==> config.mk <==
export PLATFORM = sky130hd
export DESIGN_NAME = mimo_nibble_packer
export DESIGN_NICKNAME = d
export VERILOG_FILES = /design/src/rtl/mimo_nibble_packer.sv
export SDC_FILE = /design/constraint.sdc
export NUM_CORES = 1
export LEC_CHECK = 0
export CAP_MARGIN = 20
export CORE_UTILIZATION = 63
export CTS_BUF_LIST = sky130_fd_sc_hd__clkbuf_16
export DETAILED_ROUTE_END_ITERATION = 6
export DONT_BUFFER_PORTS = 1
export HOLD_SLACK_MARGIN = 0.03
export PLACE_DENSITY_LB_ADDON = 0.08
export SLEW_MARGIN = 20
export SYNTH_ARGS = -nofsm -noshare
export SYNTH_HDL_FRONTEND = slang
export SYNTH_SLANG_ARGS = --single-unit
export TNS_END_PERCENT = 20
==> constraint.sdc <==
create_clock -name clk -period 6.15 [get_ports clk]
set_input_delay 1.23 -clock clk [delete_from_list [all_inputs] [get_ports clk]]
set_output_delay 1.23 -clock clk [all_outputs]
set_load 0.01 [all_outputs]
==> src/rtl/mimo_nibble_packer.sv <==
// Packs per-cycle 4-bit symbols from three streams into 32-bit words, buffers
// completed word-triples in a FIFO and streams them out as stream 0, 1, 2 beats.
module mimo_nibble_packer #(
  parameter int NIBS_PER_WORD = 8,
  parameter int FIFO_DEPTH    = 4,
  localparam int W  = 4 * NIBS_PER_WORD,
  localparam int CW = $clog2(NIBS_PER_WORD),
  localparam int PW = $clog2(FIFO_DEPTH),
  localparam int LW = PW + 1
) (
  input  logic          clk,
  input  logic          rst,
  input  logic          in_valid,
  input  logic [3:0]    in_num0,
  input  logic [3:0]    in_num1,
  input  logic [3:0]    in_num2,
  input  logic          in_flush,
  output logic          out_valid,
  input  logic          out_ready,
  output logic [W-1:0]  out_data,
  output logic [1:0]    out_stream,
  output logic          out_last,
  output logic [LW-1:0] fifo_level,
  output logic          overflow
);

  // Handshake: a beat transfers on a rising edge where out_valid && out_ready;
  // while out_valid is high and out_ready is low the beat is held unchanged.

  typedef struct packed {
    logic         last;
    logic [W-1:0] w2;
    logic [W-1:0] w1;
    logic [W-1:0] w0;
  } triple_t;

  localparam logic [CW-1:0] LAST_NIB = CW'(NIBS_PER_WORD - 1);
  localparam logic [LW-1:0] FULL_LVL = LW'(FIFO_DEPTH);

  logic [CW-1:0] cnt;
  logic [W-1:0]  acc0, acc1, acc2;
  logic [W-1:0]  ins0, ins1, ins2;
  logic          push, push_ok, pop, load;
  triple_t       push_entry;

  triple_t       mem [FIFO_DEPTH];
  logic [PW-1:0] wr_ptr, rd_ptr;
  logic [LW-1:0] level;

  logic          st_valid;
  logic [1:0]    beat;
  triple_t       st;

  // Accumulators with this cycle's nibble inserted; unused slots stay zero,
  // which gives the flush padding for free.
  always_comb begin
    ins0 = acc0;
    ins1 = acc1;
    ins2 = acc2;
    if (in_valid) begin
      ins0[{cnt, 2'b00} +: 4] = in_num0;
      ins1[{cnt, 2'b00} +: 4] = in_num1;
      ins2[{cnt, 2'b00} +: 4] = in_num2;
    end
    push       = (in_valid && cnt == LAST_NIB) || (in_flush && (in_valid || cnt != '0));
    push_entry = '{last: in_flush, w2: ins2, w1: ins1, w0: ins0};
    load       = !st_valid || (out_ready && beat == 2'd2);
    pop        = load && level != '0;
    push_ok    = push && (level != FULL_LVL || pop);
  end

  always_ff @(posedge clk or negedge rst) begin
    if (!rst) begin
      cnt  <= '0;
      acc0 <= '0;
      acc1 <= '0;
      acc2 <= '0;
    end else if (push) begin
      cnt  <= '0;
      acc0 <= '0;
      acc1 <= '0;
      acc2 <= '0;
    end else if (in_valid) begin
      cnt  <= cnt + 1'b1;
      acc0 <= ins0;
      acc1 <= ins1;
      acc2 <= ins2;
    end
  end

  always_ff @(posedge clk) begin
    if (push_ok) mem[wr_ptr] <= push_entry;
  end

  always_ff @(posedge clk or negedge rst) begin
    if (!rst) begin
      wr_ptr   <= '0;
      rd_ptr   <= '0;
      level    <= '0;
      overflow <= 1'b0;
    end else begin
      if (push_ok) wr_ptr <= wr_ptr + 1'b1;
      if (pop)     rd_ptr <= rd_ptr + 1'b1;
      level <= level + LW'(push_ok) - LW'(pop);
      if (push && !push_ok) overflow <= 1'b1;
    end
  end

  // Output stage: reloads from the FIFO on the beat-2 handshake edge, no bubble.
  always_ff @(posedge clk or negedge rst) begin
    if (!rst) begin
      st_valid <= 1'b0;
      beat     <= '0;
      st       <= '0;
    end else if (pop) begin
      st_valid <= 1'b1;
      beat     <= '0;
      st       <= mem[rd_ptr];
    end else if (st_valid && out_ready) begin
      if (beat == 2'd2) st_valid <= 1'b0;
      else              beat     <= beat + 1'b1;
    end
  end

  always_comb begin
    out_data = st.w0;
    case (beat)
      2'd1:    out_data = st.w1;
      2'd2:    out_data = st.w2;
      default: out_data = st.w0;
    endcase
    out_valid  = st_valid;
    out_stream = beat;
    out_last   = st.last && beat == 2'd2;
    fifo_level = level;
  end

endmodule
Word level (Yosys, flattened, before mapping)
Memories as Yosys holds them, arrays and structs flattened. A register that Yosys moved wholly into a read port is not among the register bits.
Cells that the tools add are included.
{"block": "totals", "register_bits": 110, "ram_bits": 388, "inputBits": 17, "out_inout_bits": 40, "word_cells": 72, "memories": 1}
{"memory": "mem", "depth": 4, "word_bits": 97, "read_ports": 1, "rd_ports_with_merged_regs": 1, "wr": 1, "line_no": "46", "text": "triple_t mem [FIFO_DEPTH];"}
{"block": "op_classes", "add_sub_neg": 7, "eq_ne": 5, "n_shift": 4, "mux": 23, "reduce_logical": 22}
{"cell": "two-way mux 32 bit", "n": 9}
{"cell": "bitwise mux 32 bit", "n": 3}
{"cell": "variable part select 4 x 7 -> 32 bit", "n": 3}
{"cell": "one-hot mux 32 bit (2 select lines)", "n": 1}
{"cell": "variable shift 4 x 7 -> 32 bit, first input constant", "n": 1}
{"cell": "logical AND 1 bit", "n": 8}
{"cell": "negation 5 -> 7 bit", "n": 1}
{"cell": "adder 2 x 1 -> 2 bit, second input constant", "n": 3}
{"cell": "two-way mux 2 bit", "n": 3}
{"cell": "two-way mux 3 bit", "n": 2}
{"cell": "nonzero test 2 bit", "n": 3}
{"cell": "nonzero test 3 bit", "n": 2}
{"cell": "two-way mux 1 bit", "n": 5}
{"cell": "logical OR 1 bit", "n": 4}
{"cell": "AND reduction 2 bit", "n": 2}
{"cell": "adder 3 x 1 -> 3 bit", "n": 1}
{"cell": "adder 3 x 1 -> 3 bit, second input constant", "n": 1}
{"cell": "equality test 3 bit, second input constant", "n": 1}
{"cell": "logical NOT 1 bit", "n": 3}
{"cell": "!= test 3 bit, second input constant", "n": 1}
{"cell": "subtractor 3 x 1 -> 3 bit", "n": 1}
{"cell": "equality test 2 x 1 -> 1 bit, second input constant", "n": 1}
{"cell": "equality test 2 bit, second input constant", "n": 1}
{"cell": "!= test 2 bit, second input constant", "n": 1}

Logic depth before layout (Yosys ltp)
Gate-level depths: netlist of the first run.
{"block": "depth", "depth_word": 8, "depth_mapped": 14, "mapped_depth_nobuf": 13}

Least setup slack after synthesis of the first run
Ideal clock, no wire load.
{"block": "synth_timing", "path_type": "input to register", "from": "input port in_valid", "to": "memory mem[0][0] (netlist name) (enable)", "setup_time_ps": 467, "arrival_ps": 4212, "required_ps": 5683, "slack_ps": 1471, "stages": 4, "path_buffers": 1, "cell_sequence": "buf_2 nor2b_1 a311oi_2 and2_1"}
{"block": "synth_via", "elab_chain_len": 6, "word_cells_on_any_way": 7, "classes_between": "mux (2); reduce/logical (5)"}
{"item": "start, declared", "line_no": "13", "text": "input logic in_valid,"}
{"item": "logical OR 1 bit", "line_no": "65", "text": "push = (in_valid && cnt == LAST_NIB) || (in_flush && (in_valid || cnt != '0));"}
{"item": "logical AND 1 bit", "line_no": "65"}
{"item": "logical OR 1 bit (*)", "line_no": "65"}
{"item": "logical AND 1 bit (*)", "line_no": "69", "text": "push_ok = push && (level != FULL_LVL || pop);"}
{"item": "two-way mux 1 bit (*)", "line_no": "92", "text": "if (push_ok) mem[wr_ptr] <= push_entry;"}
{"item": "two-way mux 1 bit (not written as such) (*)", "line_no": "92"}
{"item": "end, declared", "line_no": "46"}
Mark *: on every way between the ends. The rest lies on a longest branch, timed or not.

Worst setup path after layout of the first run
{"block": "layout_timing", "from": "register beat[1], in the netlist out_stream[1]", "to": "output port out_data[30]"}
{"block": "layout_via", "elab_chain_len": 2, "word_cells_on_any_way": 3, "classes_between": "eq/ne (2); mux (1)"}
{"item": "start, declared", "line_no": "51", "text": "logic [1:0] beat;"}
{"item": "start signal, assigned", "line_no": "121", "text": "else beat <= beat + 1'b1;"}
{"item": "equality test 2 bit / equality test 2 x 1 -> 1 bit (equally long branches)", "line_no": "127", "text": "case (beat)"}
{"item": "one-hot mux 32 bit (2 select lines) (*)", "line_no": "127"}
{"item": "end, declared", "line_no": "20", "text": "output logic [W-1:0] out_data,"}
Marked as above.

==> results of run 1 <==
power groups by stage:
stage	Combinational (mW)	Clock, mW	Sequential [mW]
after global routing	3.12	3.87	5.63
after CTS	2.94	3.73	5.56
final	2.90	3.66	5.55
after floorplan	2.40	0	5.37
after detailed placement	2.92	0	5.63
after global placement	2.89	0	5.60
final cells by class:
type | instances | area, sq um
clock inverter | 49 | 468
inverter | 11 | 41.3
tap | 511 | 639
clock buffer | 61 | 1530
sequential | 595 | 16800
fill | 2423 | 11100
timing repair buffer | 21 | 220
multi-input combinational | 672 | 6830
placed cells by master, fill, tap and decap left out, types with 3 or more instances in the layout:
| cell | Yosys | final |
|---|---|---|
| a22o_1 | 35 | 35 |
| o31ai_1 | 15 | 15 |
| a221o_1 | 12 | 12 |
| nand4_1 | 16 | 16 |
| xnor2_1 | 4 | 4 |
| and2_4 | 0 | 4 |
| o211a_1 | 12 | 12 |
| inv_1 | 11 | 23 |
| edfxtp_1 | 388 | 388 |
| nor3_1 | 4 | 4 |
| dfrtp_1 | 207 | 205 |
| clkinv_1 | 0 | 15 |
| mux2_4 | 10 | 10 |
| and3_1 | 4 | 4 |
| ha_1 | 13 | 11 |
| clkbuf_16 | 0 | 61 |
| clkinv_2 | 0 | 10 |
| bufinv_16 | 0 | 10 |
| a22oi_1 | 32 | 32 |
| mux2_2 | 154 | 154 |
| nor2b_1 | 4 | 4 |
| mux4_2 | 97 | 97 |
| o21ai_0 | 66 | 66 |
| buf_12 | 0 | 5 |
| mux2i_1 | 21 | 21 |
| o22ai_1 | 3 | 3 |
| nand3_1 | 14 | 14 |
| a21oi_1 | 31 | 31 |
| nand2_1 | 76 | 76 |
| nand2b_1 | 3 | 3 |
| buf_4 | 1 | 16 |
| nor2_1 | 11 | 9 |
how the worst min path moves through the flow:
stage	from	endpoint	slack (ps)	cells past startpoint
after global placement	acc2[4]	acc2[4]	480	1
after floorplan	acc0[28]	acc0[28]	460	1
after global routing	rst	st[66]	300	0
after CTS	rst	st[60]	300	0
after detailed placement	acc1[4]	acc1[4]	480	1
final	rst	st[60]	320	0
per-stage QoR:
stage | hold slack, ps | instances | util
finish | 322 | 1920 | 0.705
global placement | 479 | 1809 | 0.652
CTS | 295 | 1919 | 0.705
floorplan | 460 | 1380 | -
global route | 297 | 1920 | 0.705
detailed placement | 477 | 1809 | 0.652
state kept, by name, indices dropped and copies added, names as in the netlist:
register,count
st,97
wr_ptr,2
acc1,32
acc0,32
acc2,32
mem,388
out_valid,1
out_stream,2
overflow,1
fifo_level,3
cnt,3
rd_ptr,2
per-layer routing:
metal / GRT usage / vias up / routed length [um]
li1: - / 5403 / -
met1: 0.407 / 6542 / 22300
met2: 0.407 / 414 / 23400
met3: 0.0396 / 79 / 3060
met4: 0.0876 / 0 / 1180
met5: 0 / - / 0
kinds of logic (layout without fill, tap and decap cells):
family,after synthesis,in the layout,share of synthesized area
simple gates,157,157,0.0333
mux,283,283,0.178
flops,595,595,0.698
buf+inv,113,142,0.0205
xor+xnor,6,6,0.00218
fa+ha+maj,14,14,0.00757
compound gates,212,212,0.0607
==> impl_metrics.csv, run 1 <==
group,metric,value,unit
grt,number_of_antenna_violations_at_the_first_check_in_global_routing,0,
pwr,p_clk_frac,0.302,
yosys,syn-num-nets,1411,
floorplanning,floorplan.initialDensity,0.640,
clock_network,ctsHoldBuffers,0,
yosys,yosys_most_used_dff,"edfxtp_1",
yosys,synth-edff-count,388,
clock_network,clock_tree_from_tritoncts,"done",
critical_path,cpLargestDelayFamily,"adder cells",
layout,finalNetCount,1390,
critical_path,cpMaxStageDelayCell,"ha_2",
sta,setup_viol,0,
critical_path,crit_path_cell_trace,"inv_1 > ha_2 > a22oi_1 > o21ai_0",
route,remaining_drc_errors,0,
route,routed-via-count,12438,
pwr,static-leakage-power,10.2,nW
route,viasPerCell,6.48,
sta,final_period_minus_worst_setup_slack,3810,ps
outcome,status,"finished, final reports clean",
yosys,postSynth.asyncResetShare,0.348,
critical_path,register_to_register_setup_slack,2570,ps
layout,drive_above_1_share,0.274,
sta,timing.final.ws_setup,2340,ps
sta,timing.setup.tns,0,ps
yosys,seq_area_frac_synth,0.698,
critical_path,cp.depth,4,
yosys,netlist_top_cells_area,"edfxtp_1, dfrtp_1, mux4_2, mux2_2, o21ai_0",
layout,syn2layout_area_growth,10.1,%
sta,hold_viol,0,
critical_path,regToRegStartpoint,"cnt[0]",
route,routed_wire_length_per_instance,26.0,um
route,detailedRoute.firstIterationViolations,1174,
floorplanning,ioPinCount,57,
clock_network,cts_buffers,58,
yosys,synthesized_netlist_cell_count,1380,
floorplanning,core,37700,sq um
yosys,synthMostInstantiatedCell,"edfxtp_1",
critical_path,timing.critical_path.to_type,"output port",
clock_network,ctsHtreeMaxLevel,2,
yosys,mappedNetlistArea,24100,sq um
floorplanning,rows,71,
grt,global_route_wire_length_before_repair,76700,um
pwr,netSwitchingPower,3.53,mW
critical_path,critPathRequiredTime,4920,ps
sta,skew,11.3,ps
critical_path,critPathArrivalTime,2580,ps
place,detailed_place.area,24600,sq um
critical_path,worst_r2r_path_depth,8,
floorplanning,die_area,39100,sq um
layout,stdcell_area,26600,sq um
yosys,ys_warn_count,0,
yosys,yosys_register_bits,595,
pwr,power_frac_comb,0.239,
yosys,avg_synthesized_cell_area,17.5,sq um
pwr,total_power,12.1,mW
pwr,switch_share,0.291,
clock_network,cts.sink_count,595,
route,post_drt_antenna_nets,0,
place,port_buffers,0,
floorplanning,die_height,198,um
pwr,p_per_area,456,nW/um^2
yosys,library_cell_with_the_largest_summed_area_after_synthesis,"edfxtp_1",
worst_hold_path,min-delay-path-class,"input port to asynchronous set/reset pin",
sta,min_period_over_period,0.620,
sta,max-slew-margin-rel,0.260,
route,drt_wl_total,49900,um
sta,fmax,262,MHz
grt,largest_net_degree_at_the_start_of_global_routing,208,
clock_network,clockBufferDepth,3,
layout,antenna_cells_inserted,0,
critical_path,critical_path.n_buffers_inverters,1,
critical_path,crit_path_end,"out_data[30]",
critical_path,reg2reg_to,"mem[3][17]",
yosys,synthTopCellsByCount,"edfxtp_1, dfrtp_1, mux2_2",
clock_network,clk_slew_on_worst_s_h_paths,60,ps
pwr,sequentialPowerShare,0.458,
yosys,yosys.area.top_type_share,0.483,
place,place_ws,2530,ps
critical_path,critPathMaxStageDelay,840,ps
critical_path,worst-setup-path-type,"flip-flop to output port",
route,firstDrtPassIters,5,
yosys,synthDistinctLibCells,55,
grt,vias_in_the_first_global_route,12504,
run,maxCapViolCount,0,
clock_network,cts_root_buf,"clkbuf_16",
grt,overflow,0,
grt,globalRouteTotalUtil,0.268,
pwr,p_int,8.58,mW
place,detailed_place_hpwl,28100,um
clock_network,post_cts.resized_instances,0,
critical_path,cp_max_fo,32,
sta,drv_slew,0,
clock_network,cts_setup_buffers,0,
sta,timing_worst_slew_pin_value,1110,ps
critical_path,start_kind,"flip-flop",
sta,grt_setup_unrepaired,"no",
pwr,largest_vdd_supply_drop,0.674,mV
clock_network,clk_latency,600,ps
critical_path,critical_path.startpoint,"out_stream[1]",
place,place.gp.congestion,0.813,
floorplanning,chipWidth,198,um
Note: power is estimated with default switching activity, not from simulation.
==> inputs of run 2 (changes only) <==
--- a/config.mk
+++ b/config.mk
@@ -6,7 +6,7 @@
 export NUM_CORES = 1
 export LEC_CHECK = 0
 export CAP_MARGIN = 20
-export CORE_UTILIZATION = 63
+export CORE_UTILIZATION = 57
 export CTS_BUF_LIST = sky130_fd_sc_hd__clkbuf_16
 export DETAILED_ROUTE_END_ITERATION = 6
 export DONT_BUFFER_PORTS = 1
==> constraint.sdc (replaced) <==
create_clock -name clk -period 3.1 [get_ports clk]
set_input_delay 0.62 -clock clk [delete_from_list [all_inputs] [get_ports clk]]
set_output_delay 0.62 -clock clk [all_outputs]
set_load 0.01 [all_outputs]
==> impl_metrics.csv, run 2 (synthesis gave the netlist of run 1 again) <==
group,metric,value,unit
outcome,status,"finished, violations left",
outcome,violated_checks,"hold timing",
sta,timing.setup.tns,0,ps
clock_network,clk_slew_on_worst_s_h_paths,60,ps
critical_path,cp_max_fo,34,
sta,timing_worst_slew_pin_value,1080,ps
layout,antenna_cells_inserted,0,
layout,syn2layout_area_growth,11.8,%
sta,drv_slew,0,
layout,drive_above_1_share,0.294,
sta,setup_viol,0,
grt,number_of_antenna_violations_at_the_first_check_in_global_routing,0,
clock_network,clock_tree_from_tritoncts,"done",
layout,instances_no_fill,1986,
critical_path,cpLargestDelayFamily,"buffers and inverters",
layout,final_util,0.653,
clock_network,clockBufferDepth,3,
critical_path,timing.critical_path.to_type,"output port",
grt,vias_in_the_first_global_route,13115,
grt,largest_net_degree_at_the_start_of_global_routing,208,
floorplanning,ioPinCount,57,
route,viasPerCell,6.37,
pwr,largest_vdd_supply_drop,1.75,mV
clock_network,cts_buffers,59,
sta,final_period_minus_worst_setup_slack,3030,ps
place,place.gp.congestion,0.779,
route,routed_wire_length_per_instance,26.0,um
sta,max-slew-margin-rel,0.275,
critical_path,start_kind,"flip-flop",
critical_path,crit_path_cell_trace,"inv_1 > ha_2 > buf_12 > a22oi_1 > o21ai_0 > buf_4",
worst_hold_path,min-delay-path-class,"input port to asynchronous set/reset pin",
grt,global_route_wire_length_before_repair,80000,um
critical_path,critPathArrivalTime,2410,ps
floorplanning,floorplan.initialDensity,0.584,
floorplanning,rows,74,
critical_path,critPathMaxStageDelay,480,ps
sta,hold_viol,207,
pwr,total_power,24.2,mW
sta,grt_setup_unrepaired,"no",
grt,globalRouteTotalUtil,0.248,
sta,skew,15.8,ps
layout,final_cell_mix,"edfxtp_1, dfrtp_1, mux2_2",
layout,finalNetCount,1435,
layout,stdcell_area,27000,sq um
grt,overflow,0,
route,detailedRoute.firstIterationViolations,1094,
critical_path,worst-setup-path-type,"flip-flop to output port",
sta,min_period_over_period,0.976,
clock_network,ctsHtreeMaxLevel,2,
place,port_buffers,0,
critical_path,critPathRequiredTime,2480,ps
floorplanning,die_area,43100,sq um
floorplanning,core,41300,sq um
floorplanning,chipWidth,208,um
route,firstDrtPassIters,7,
sta,timing.final.ws_setup,74.6,ps
layout,filler_cell_count,2821,
run,maxCapViolCount,0,
layout,reg_top3,"mem (388), st (97)",
clock_network,cts_root_buf,"clkbuf_16",
place,dp_cells,1875,
critical_path,critical_path.n_buffers_inverters,3,
pwr,p_per_area,898,nW/um^2
sta,hold-worst-slack,-284,ps
route,remaining_drc_errors,0,
route,routed-via-count,12653,
clock_network,clk_latency,610,ps
layout,most_frequent_standard_cell_in_the_layout_excluding_fill_and_tap_cells,"edfxtp_1",
pwr,static-leakage-power,10.4,nW
route,post_drt_antenna_nets,0,
layout,largest-register,"mem",
clock_network,cts.sink_count,595,
place,detailed_place.area,25100,sq um
place,detailed_place_hpwl,29700,um
floorplanning,die_height,208,um
critical_path,cpMaxStageDelayCell,"dfrtp_1",
sta,fmax,331,MHz
route,drt_wl_total,51700,um
place,place_ws,348,ps
layout,largest_register_ff_count,388,
run 2: changes by cell type in the layout (fill, tap and decap cells not counted), moves of 2 or more:
cell,delta
buf_12,+16
inv_1,+6
clkinv_1,-2
buf_4,+28
bufinv_16,-6
clkinv_2,+2
run 2: layer usage:
metal	GRT usage	vias up	routed length, um
li1	-	5487	-
met1	0.353	6668	22400
met2	0.390	396	24400
met3	0.0411	102	3110
met4	0.0966	0	1770
met5	0	-	0
run 2: area by class of cell:
cell class,instances,area (sq um),area share
flip-flops and latches,595,16800,0.624
multi-input cells,672,6830,0.253
clock buffers,61,1530,0.0566
repair buffers,65,751,0.0278
well taps,532,666,0.0247
clock inverters,50,320,0.0119
inverters,11,41.3,0.00153
run 2: where the power goes:
group	total (mW)	internal, mW	switching, mW
sequential	10.8	10.0	0.722
combinational	6.69	3.14	3.55
clock	6.76	3.87	2.90
run 2: path summary, 6_finish.rpt:
check / to / slack [ps] / from / cells after the start
min in group clk: mem[3][96] / 110 / in_flush / 0
worst max-delay path: out_data[6] / 70 / out_stream[0] / 6
worst max register to register: fifo_level[2] / 310 / cnt[1] / 13
max in group asynchronous: rd_ptr[1] / 2750 / rst / 0
worst min-delay path: st[60] / -280 / rst / 0
worst min register to register: acc2[30] / 500 / acc2[30] / 1
run 2: repair_timing:
item,in CTS,in global routing
setup endpoints to repair,28,0
buffers inserted,0,0
gates resized for setup,1,0
hold endpoints to repair,207,207
==> inputs of run 3 (changes only) <==
--- a/config.mk
+++ b/config.mk
@@ -8,6 +8,7 @@
 export CAP_MARGIN = 20
 export CORE_UTILIZATION = 57
 export CTS_BUF_LIST = sky130_fd_sc_hd__clkbuf_16
+export CTS_CLUSTER_DIAMETER = 150
 export DETAILED_ROUTE_END_ITERATION = 6
 export DONT_BUFFER_PORTS = 1
 export HOLD_SLACK_MARGIN = 0.03
==> results of run 3 <==
Final layout, timing and power as in run 2 (identical DEF).
